`config.mk`:
```
export PLATFORM = sky130hd
export DESIGN_NAME = rand_slice_buffer
export DESIGN_NICKNAME = d
export VERILOG_FILES = /design/src/rtl/rand_slice_buffer.sv
export SDC_FILE = /design/constraint.sdc
export NUM_CORES = 1
export LEC_CHECK = 0
export BUFFER_PORTS_ARGS = -buffer_cell sky130_fd_sc_hd__buf_2
export CORE_MARGIN = 2
export CORE_UTILIZATION = 31
export DETAILED_ROUTE_END_ITERATION = 10
export HOLD_SLACK_MARGIN = 0.1
export PLACE_DENSITY = 0.6
export SETUP_SLACK_MARGIN = 0.2
export SLEW_MARGIN = 5
export SYNTH_ARGS = -nofsm -noshare
export SYNTH_HDL_FRONTEND = slang
export SYNTH_SLANG_ARGS = --single-unit
```
`constraint.sdc`:
```
create_clock -name clk -period 22.2 [get_ports clk]
set_input_delay 4.44 -clock clk [delete_from_list [all_inputs] [get_ports clk]]
set_output_delay 4.44 -clock clk [all_outputs]
set_load 0.005 [all_outputs]
```
`src/rtl/rand_slice_buffer.sv`:
```
// Buffers whole words from a single-cycle random generator and serves them as
// narrow LSB-first slices to one consumer over a valid/ready handshake.
module rand_slice_buffer #(
    parameter int SRC_W = 256,
    parameter int OUT_W = 16,
    parameter int DEPTH = 2,
    parameter int CNT_W = 32
) (
    input  logic                         clk,
    input  logic                         rst,
    input  logic                         en,
    output logic                         gen_en,
    input  logic [SRC_W-1:0]             gen_rand,
    output logic                         out_valid,
    input  logic                         out_ready,
    output logic [OUT_W-1:0]             out_data,
    output logic [$clog2(DEPTH+1)-1:0]   level,
    output logic [CNT_W-1:0]             words_used
);

    localparam int NSL   = SRC_W / OUT_W;
    localparam int IDX_W = (NSL > 1) ? $clog2(NSL) : 1;
    localparam int PTR_W = (DEPTH > 1) ? $clog2(DEPTH) : 1;
    localparam int LVL_W = $clog2(DEPTH + 1);

    logic [SRC_W-1:0] mem_q [DEPTH];

    logic [LVL_W-1:0] level_q, level_d;
    logic [PTR_W-1:0] head_q, head_d;
    logic [PTR_W-1:0] tail_q, tail_d;
    logic [IDX_W-1:0] idx_q, idx_d;
    logic [CNT_W-1:0] words_used_q, words_used_d;

    logic xfer;
    logic last_slice;
    logic pop;
    logic push;

    // Pointers wrap at DEPTH-1 so non-power-of-two depths work.
    function automatic logic [PTR_W-1:0] ptr_inc(input logic [PTR_W-1:0] p);
        if (p == PTR_W'(DEPTH - 1)) begin
            return '0;
        end
        return p + 1'b1;
    endfunction

    function automatic logic [OUT_W-1:0] slice_of(input logic [SRC_W-1:0] word,
                                                  input logic [IDX_W-1:0] idx);
        logic [OUT_W-1:0] sel;
        sel = '0;
        for (int i = 0; i < NSL; i++) begin
            if (idx == IDX_W'(i)) begin
                sel = word[i*OUT_W +: OUT_W];
            end
        end
        return sel;
    endfunction

    always_comb begin
        // Refill never looks at out_ready: a full buffer waits one cycle after a pop.
        gen_en     = en & ~rst & (level_q < LVL_W'(DEPTH));
        out_valid  = (level_q != '0);
        xfer       = out_valid & out_ready;
        last_slice = (idx_q == IDX_W'(NSL - 1));
        pop        = xfer & last_slice;
        push       = gen_en;

        idx_d = idx_q;
        if (xfer) begin
            idx_d = last_slice ? '0 : idx_q + 1'b1;
        end

        head_d = pop  ? ptr_inc(head_q) : head_q;
        tail_d = push ? ptr_inc(tail_q) : tail_q;

        level_d = level_q;
        if (push && !pop) begin
            level_d = level_q + 1'b1;
        end else if (pop && !push) begin
            level_d = level_q - 1'b1;
        end

        words_used_d = pop ? words_used_q + CNT_W'(1) : words_used_q;

        out_data = out_valid ? slice_of(mem_q[head_q], idx_q) : '0;
    end

    always_ff @(posedge clk) begin
        if (rst) begin
            level_q      <= '0;
            head_q       <= '0;
            tail_q       <= '0;
            idx_q        <= '0;
            words_used_q <= '0;
        end else begin
            level_q      <= level_d;
            head_q       <= head_d;
            tail_q       <= tail_d;
            idx_q        <= idx_d;
            words_used_q <= words_used_d;
        end
    end

    always_ff @(posedge clk) begin
        if (push) begin
            mem_q[tail_q] <= gen_rand;
        end
    end

    assign level      = level_q;
    assign words_used = words_used_q;

endmodule

```
# Word-level counts from Yosys, hierarchy flattened
# Memory sizes are Yosys's and may differ from the RTL's. A register that Yosys moved wholly into a read port is not among the register bits.
# Index checks and enable logic that the tools add are counted.
# totals
ff_bits	40
ram_bits	512
inputBits	260
out_inout_bits	52
wordCells	70
n_memories	1
# classes
n_addsub	6
n_lt_le_gt_ge	1
eq_ne	15
muxes	30
bitwise_logic	5
n_reduce_logical	7
# mem_list
memory	depth	word_bits	rd	rd_ports_with_merged_regs	write_ports	line_no	rtl
mem_q	2	256	1	1	1	26	logic [SRC_W-1:0] mem_q [DEPTH];
# ops
op	count
$mux 16	17
$add 32x1->32 const B	1
$eq 4x4->1 const B	8
$eq 4x3->1 const B	4
$mux 1	10
$eq 4x2->1 const B	2
$add 4x1->4 const B	1
$and 1x1->1	4
$eq 4x1->1 const B	1
$logic_not 4->1	1
$mux 2	2
$mux 4	1
$reduce_bool 2->1	2
$add 1x1->1 const B	2
$add 2x1->2 const B	1
$logic_and 1x1->1	2
$logic_not 1->1	2
$lt 2x2->1 const B	1
$sub 2x1->2 const B	1
$not 1->1	1

# Longest topological paths before layout
# Gate-level depths: netlist (run 1).
# logic_depth
ltp_word	18
ltp_mapped	10
ltp_nobuf	8

# Least setup slack after synthesis (run 1)
# No wires, ideal clock.
# synth_timing
kind	input to register
start	in rst
end	mem mem_q[0][0], enable pin
setup_time_ns	0.908
t_arrival_ns	16.342
required_ns	21.292
path_slack_ns	4.950
cell_stages	3
n_path_buf	1
cell_sequence	clkbuf_1 nor3b_1 nor2b_1
# synth_between
elab_chain_cells	5
# synth_lines
item	line_no	rtl
from (decl)	10	input logic rst,
$not 1->1	61	gen_en = en & ~rst & (level_q < LVL_W'(DEPTH));
$and 1x1->1 (2 in a row)	61	
named net gen_en	12	output logic gen_en,
$mux 1	105	if (push) begin
$mux 1 (implied by the code)	106	mem_q[tail_q] <= gen_rand;
to (decl)	26	
# The timed path passes the listed nets, and every way through them passes these cells.

# Final worst setup path (run 1)
# layout_timing
start	in rst
end	out gen_en
# layout_between
elab_chain_cells	3
# layout_lines
item	line_no
$not 1->1	61
$and 1x1->1 (2 in a row)	61
to (decl)	12
# Every way passes these cells.

==> impl_metrics.tcl, run 1 <==
set metrics [dict create \
    cts_tree "done" \
    cp_slowest_cell "nor3b_1" \
    post-cts-setup-buffers 0 \
    required_ns 17.76 \
    finish.instance_area_um2 27200 \
    cts-resized-gates 0 \
    critPathKind "input port to output port" \
    worstPathCellList "buf_2 -> nor3b_1 -> buf_2" \
    syn_inst 1469 \
    max_slew_margin_pct 14.0 \
    top_layer "met5" \
    first_pass_iters 5 \
    crit_arrival_ns 5.75 \
    status "finished clean" \
    finClkSkew_ns 0.0216 \
    leakagePower_nw 8.78 \
    ys.flop_type "edfxtp_1" \
    die_h_um 275 \
    min_period_over_period_pct 45.9 \
    slew_viol_final 0 \
    end_kind "output port" \
    gp_congestion 0.892 \
    min_from "words_used[1]" \
    synth_cell_types 67 \
    ios 312 \
    route.met3.wl_um 4240 \
    crit_path_max_fanout 43 \
    drv_cap 0 \
    p_per_area_nw_per_um2 84.2 \
    grt_antenna_before_repair 11 \
    die_w_um 275 \
    grt_pass1_wl_um 93500 \
    dpl.hpwl_um 45000 \
    drive_above_1_share_pct 25.7 \
    ys_seq_area_share_pct 70.9 \
    period_needed_ns 10.19 \
    vias_per_cell 5.08 \
    num-fill-cells 6891 \
    start_kind "input port" \
    routedWlPerCell_um 23.7 \
    clk_latency_ns 0.63 \
    via_count 14086 \
    setup_violations 0 \
    synth_area_um2 22800 \
    fmax_ghz 0.0981 \
    routed_wl_um 65700 \
    grt_max_degree 136 \
    synthesis.nets 1735 \
    io_buffers 311 \
    cts.sinks 553 \
    fp.coreArea_um2 73000 \
    ys_ff_latch 553 \
    timing.critical_path.mode_cell "buf_2" \
    rows 99 \
    yosys_warnings 0 \
    async_flop_share_pct 0 \
    rsz0062_at_grt "no" \
    synth-edff-count 512 \
    critPathLaunch "rst" \
    tightest_slew_ns 1.29 \
    hold_path.class "flip-flop to flip-flop" \
    hold_buffers 0 \
    finalSetupTns_ns 0 \
    r2r_start "level[1]" \
    numCtsBuffers 59 \
    synth_area_per_cell_um2 15.5 \
    start_util_pct 31.3 \
    critPathMaxStageDelay_ns 0.72 \
    antenna_left 0 \
    clk_path_buf_depth 3 \
    grt-ovfl-total 0 \
    root_buffer "clkbuf_16" \
    route.met2.wl_um 32400 \
    drc 0 \
    drtIter0Drc 1190 \
    layout.nets 2031 \
    grt_pass1_vias 14226 \
    area_growth_pct 19.1 \
    irDropWorstVdd_mv 0.0596 \
    path_clk_slew_ns 0.06 \
    post_dp_cell_area_um2 25300 \
    wl_met1_um 27400 \
    cts_max_level 2 \
    hold_viol_final 0 \
    dieArea_um2 75900 \
    grt.total_usage_pct 16.8 \
]
-- worst max-delay path: cells and delay by family --
kind | cells | cell delay, ns
buffers and inverters | 2 | 0.59
and+or+nand+nor | 1 | 0.72
-- stage by stage --
step	setup slack (ns)	hold slack, ns	std cells	util, %	power, mW
2_1_floorplan	4.95	0.481	1469	-	1.28
3_3_place_gp	12.03	0.482	2663	34.7	1.34
3_5_place_dp	12.01	0.500	2663	34.7	1.35
4_1_cts	12.02	0.510	2773	37.3	2.32
5_1_grt	11.89	0.543	2775	37.3	2.37
6_report	12.01	0.504	2775	37.3	2.29
-- cells by family after synthesis --
| logic type | after synthesis | synth area share, % |
|---|---|---|
| adders and majority gates | 6 | 0.329 |
| DFF | 553 | 70.9 |
| and+or+nand+nor | 239 | 5.72 |
| buffers and inverters | 103 | 2.28 |
| xor gates and xnor gates | 28 | 1.07 |
| muxes | 258 | 11.4 |
| AOI/OAI and AO/OA | 282 | 8.28 |
-- per-layer routing --
layer	track usage, %	vias to the layer above
li1	-	6422
met1	21.8	7068
met2	28.3	473
met3	3.48	107
met4	4.75	16
met5	0	-
-- synth_stat cells (4+ instances only) --
| master | number | area share, % |
|---|---|---|
| o211ai_1 | 17 | 0.56 |
| a22oi_1 | 31 | 1.0 |
| inv_1 | 7 | 0.12 |
| edfxtp_1 | 512 | 67 |
| or2_1 | 15 | 0.41 |
| buf_4 | 5 | 0.16 |
| nor3_1 | 20 | 0.44 |
| a21oi_1 | 43 | 0.94 |
| and3_1 | 7 | 0.19 |
| nand3_1 | 30 | 0.66 |
| a32oi_1 | 15 | 0.58 |
| buf_6 | 6 | 0.30 |
| o22ai_2 | 9 | 0.49 |
| clkbuf_1 | 35 | 0.58 |
| dfxtp_1 | 41 | 3.6 |
| xor2_1 | 17 | 0.65 |
| mux2i_1 | 241 | 11 |
| o32ai_1 | 16 | 0.61 |
| nor2_1 | 32 | 0.53 |
| buf_2 | 44 | 0.96 |
| a2111oi_2 | 6 | 0.39 |
| and3b_1 | 4 | 0.15 |
| nand4_1 | 28 | 0.77 |
| nand3b_1 | 5 | 0.16 |
| a2111oi_0 | 6 | 0.23 |
| ha_1 | 6 | 0.33 |
| nand2_1 | 61 | 1.0 |
| or3_1 | 7 | 0.19 |
| mux2_2 | 17 | 0.84 |
| o22ai_1 | 38 | 1.0 |
| xnor2_1 | 11 | 0.42 |
| nor2b_1 | 4 | 0.11 |
| o21ai_0 | 88 | 1.9 |
-- power by group --
group          internal [mW]  total [mW]  switching [mW]
combinational         0.0415       0.130          0.0889
sequential              1.18        1.19         0.00891
clock                  0.558       0.969           0.411
total                   1.78        2.29           0.509
-- worst paths after layout --
kind,depth (start not counted),slack (ns),endpoint
worst max-delay path,3,12.01,gen_en
worst min-delay path,2,0.50,words_used[1]
worst max register to register,4,18.85,mem_q[0][134]
worst min register to register,2,0.50,words_used[1]
-- layout make-up --
cell class                 instances  area (um2)  area share [%]
sequential                       553       16200            59.5
multi-input combinational        813        6140            22.6
timing repair buffer             331        1720            6.32
clock buffer                      74        1600            5.86
tap                              959        1200            4.41
clock inverter                    36         320            1.18
inverter                           7        26.3          0.0966
antenna                            2        5.00          0.0184
-- registers in the layout (all words and copies together) (netlist names), named ones only --
name        cells
mem_q         512
words_used     32
idx_q           4
level           2
head_q          1
tail_q          1
-- cell usage in the layout (no fill, tap or decap), types with 9 or more instances in the layout --
cell	netlist	layout
nor3_1	20	20
a22oi_1	31	31
nand3_1	30	30
o211ai_1	17	17
o21ai_0	88	88
o32ai_1	16	16
or2_1	15	15
xnor2_1	11	11
a32oi_1	15	15
buf_4	5	19
clkinv_1	0	13
nor2_1	32	32
a21oi_1	43	43
nand2_1	61	61
o22ai_2	9	9
xor2_1	17	17
clkbuf_16	0	61
o22ai_1	38	38
clkbuf_1	35	11
dfxtp_1	41	40
nand4_1	28	28
buf_2	44	311
mux2_2	17	17
clkinv_2	0	9
edfxtp_1	512	512
mux2i_1	241	241
No activity file was read; power rests on OpenSTA's default activity.
==> run 2: changes to the inputs <==
clock period = 9.85 ns   (was 22.2 ns; I/O delays follow)
==> run 2 against run 1 <==
  * Clock power grew 130%
  * Sequential power grew 130%
  * Wire length shrank 0.84%
  * Cell area grew 0.21%
  * Sequential share of layout area shrank 0.12 points
  * Die area is the same
  * Setup slack lost 8.1 ns
  * First-iteration DRC count grew 4.1%
  * Largest cell class unchanged
  * Highest routed layer unchanged
==> impl_metrics.tcl, run 2 (same netlist as run 1, synthesis figures left out) <==
set metrics [dict create \
    ios 312 \
    whs_ns 0.502 \
    fmax_ghz 0.170 \
    max_slew_margin_pct 14.5 \
    min_from "words_used[1]" \
    status "finished clean" \
    r2r_start "level[1]" \
    cts_max_level 2 \
    required_ns 7.88 \
    grt_pass1_vias 14345 \
    gp_congestion 0.836 \
    drive_above_1_share_pct 25.7 \
    drtIter0Drc 1239 \
    seqCellArea_um2 16200 \
    tightest_slew_ns 1.28 \
    period_needed_ns 5.90 \
    grt_max_degree 182 \
    final_common_cell "edfxtp_1" \
    numCtsBuffers 59 \
    cts-resized-gates 0 \
    start_kind "flip-flop" \
    clk_path_buf_depth 3 \
    critPathTopFamily "simple AND/OR/NAND/NOR gates" \
    cts_tree "done" \
    rsz0062_at_grt "no" \
    cts.sinks 553 \
    io_buffers 311 \
    hold_buffers 0 \
    rows 99 \
    irDropWorstVdd_mv 0.154 \
    path_clk_slew_ns 0.05 \
    grt_pass1_wl_um 92600 \
    layout_common_cells "edfxtp_1 (512), buf_2 (311), mux2i_1 (241)" \
    p_per_area_nw_per_um2 191 \
    finClkSkew_ns 0.0115 \
    dieArea_um2 75900 \
    root_buffer "clkbuf_16" \
    first_pass_iters 5 \
    via_count 14071 \
    critPathKind "flip-flop to output port" \
    finish.instance_area_um2 27300 \
    crit_path_max_fanout 32 \
    slew_viol_final 0 \
    routed_wl_um 65200 \
    die_w_um 275 \
    grt-ovfl-total 0 \
    grt.total_usage_pct 16.7 \
    worstPathCellList "nand3_1 -> o21ai_0 -> a32oi_1 -> a2111oi_0 -> or2_1 -> buf_2" \
    largest_reg_flops 512 \
    grt_antenna_before_repair 11 \
    min_period_over_period_pct 59.9 \
    routedWlPerCell_um 23.5 \
    vias_per_cell 5.07 \
    area_growth_pct 19.4 \
    setup_violations 0 \
    layout.nets 2028 \
    regMostFlops "mem_q" \
    post_dp_cell_area_um2 25300 \
    drc 0 \
    dpl.hpwl_um 45900 \
    fp.coreArea_um2 73000 \
    crit_arrival_ns 3.93 \
    cp_num_buf_inv 1 \
    hold_viol_final 0 \
    critPathMaxStageDelay_ns 1.00 \
    post-cts-setup-buffers 0 \
    start_util_pct 31.3 \
    num-fill-cells 6880 \
    hold_path.class "flip-flop to flip-flop" \
    drv_cap 0 \
    critPathLaunch "idx_q[2]" \
    end_kind "output port" \
    cp_slowest_cell "nand3_1" \
    leakagePower_nw 8.80 \
    antenna_left 0 \
    multi_input_area_um2 6140 \
    die_h_um 275 \
    clk_latency_ns 0.63 \
    finalSetupTns_ns 0 \
]
==> run 2: cell type report <==
cell class              count  area share (%)
clock inverters            30            1.23
flip-flops and latches    553            59.4
repair buffers            328            6.31
well taps                 959            4.40
inverters                   7          0.0964
diodes                      5          0.0459
clock buffers              79            5.97
multi-input cells         813            22.5
==> run 2: per-layer routing <==
metal | vias up | wire, um | track usage [%] | part of all wire, %
met1 | 7014 | 26100 | 20.9 | 40
met3 | 112 | 4890 | 3.80 | 7.5
met2 | 515 | 32500 | 28.7 | 50
li1 | 6420 | - | - | -
met4 | 10 | 1620 | 5.08 | 2.5
met5 | - | 67 | 0 | 0.10
==> run 2: worst paths after layout <==
check / end / slack, ns / depth (start not counted)
hold / removal: words_used[1] / 0.50 / 2
setup / recovery: out_data[4] / 3.95 / 6
setup reg to reg: mem_q[0][102] / 6.24 / 4
hold reg to reg: words_used[1] / 0.50 / 2
==> run 2: power by group <==
| part | switching (mW) | leakage [nW] | internal, mW | total, mW |
|---|---|---|---|---|
| clock network | 0.919 | 0.963 | 1.32 | 2.24 |
| logic | 0.194 | 2.81 | 0.0940 | 0.288 |
| registers | 0.0199 | 5.02 | 2.67 | 2.69 |
| total | 1.13 | 8.80 | 4.08 | 5.21 |
==> run 2: per-stage QoR <==
stage	power [mW]	utilization (%)	std cells	worst slack [ns]
finish	5.21	37.4	2774	3.95
global route	5.38	37.4	2774	3.48
CTS	5.26	37.4	2769	3.97
detailed placement	3.02	34.7	2660	4.24
global placement	3.01	34.7	2660	4.44
floorplan	2.87	-	1469	0.719
==> run 2: tightest hold or removal path: stages, from the launching register on <==
cell and delay (ns):
dfxtp_1 0.33, nand2_1 0.06, a21oi_1 0.06
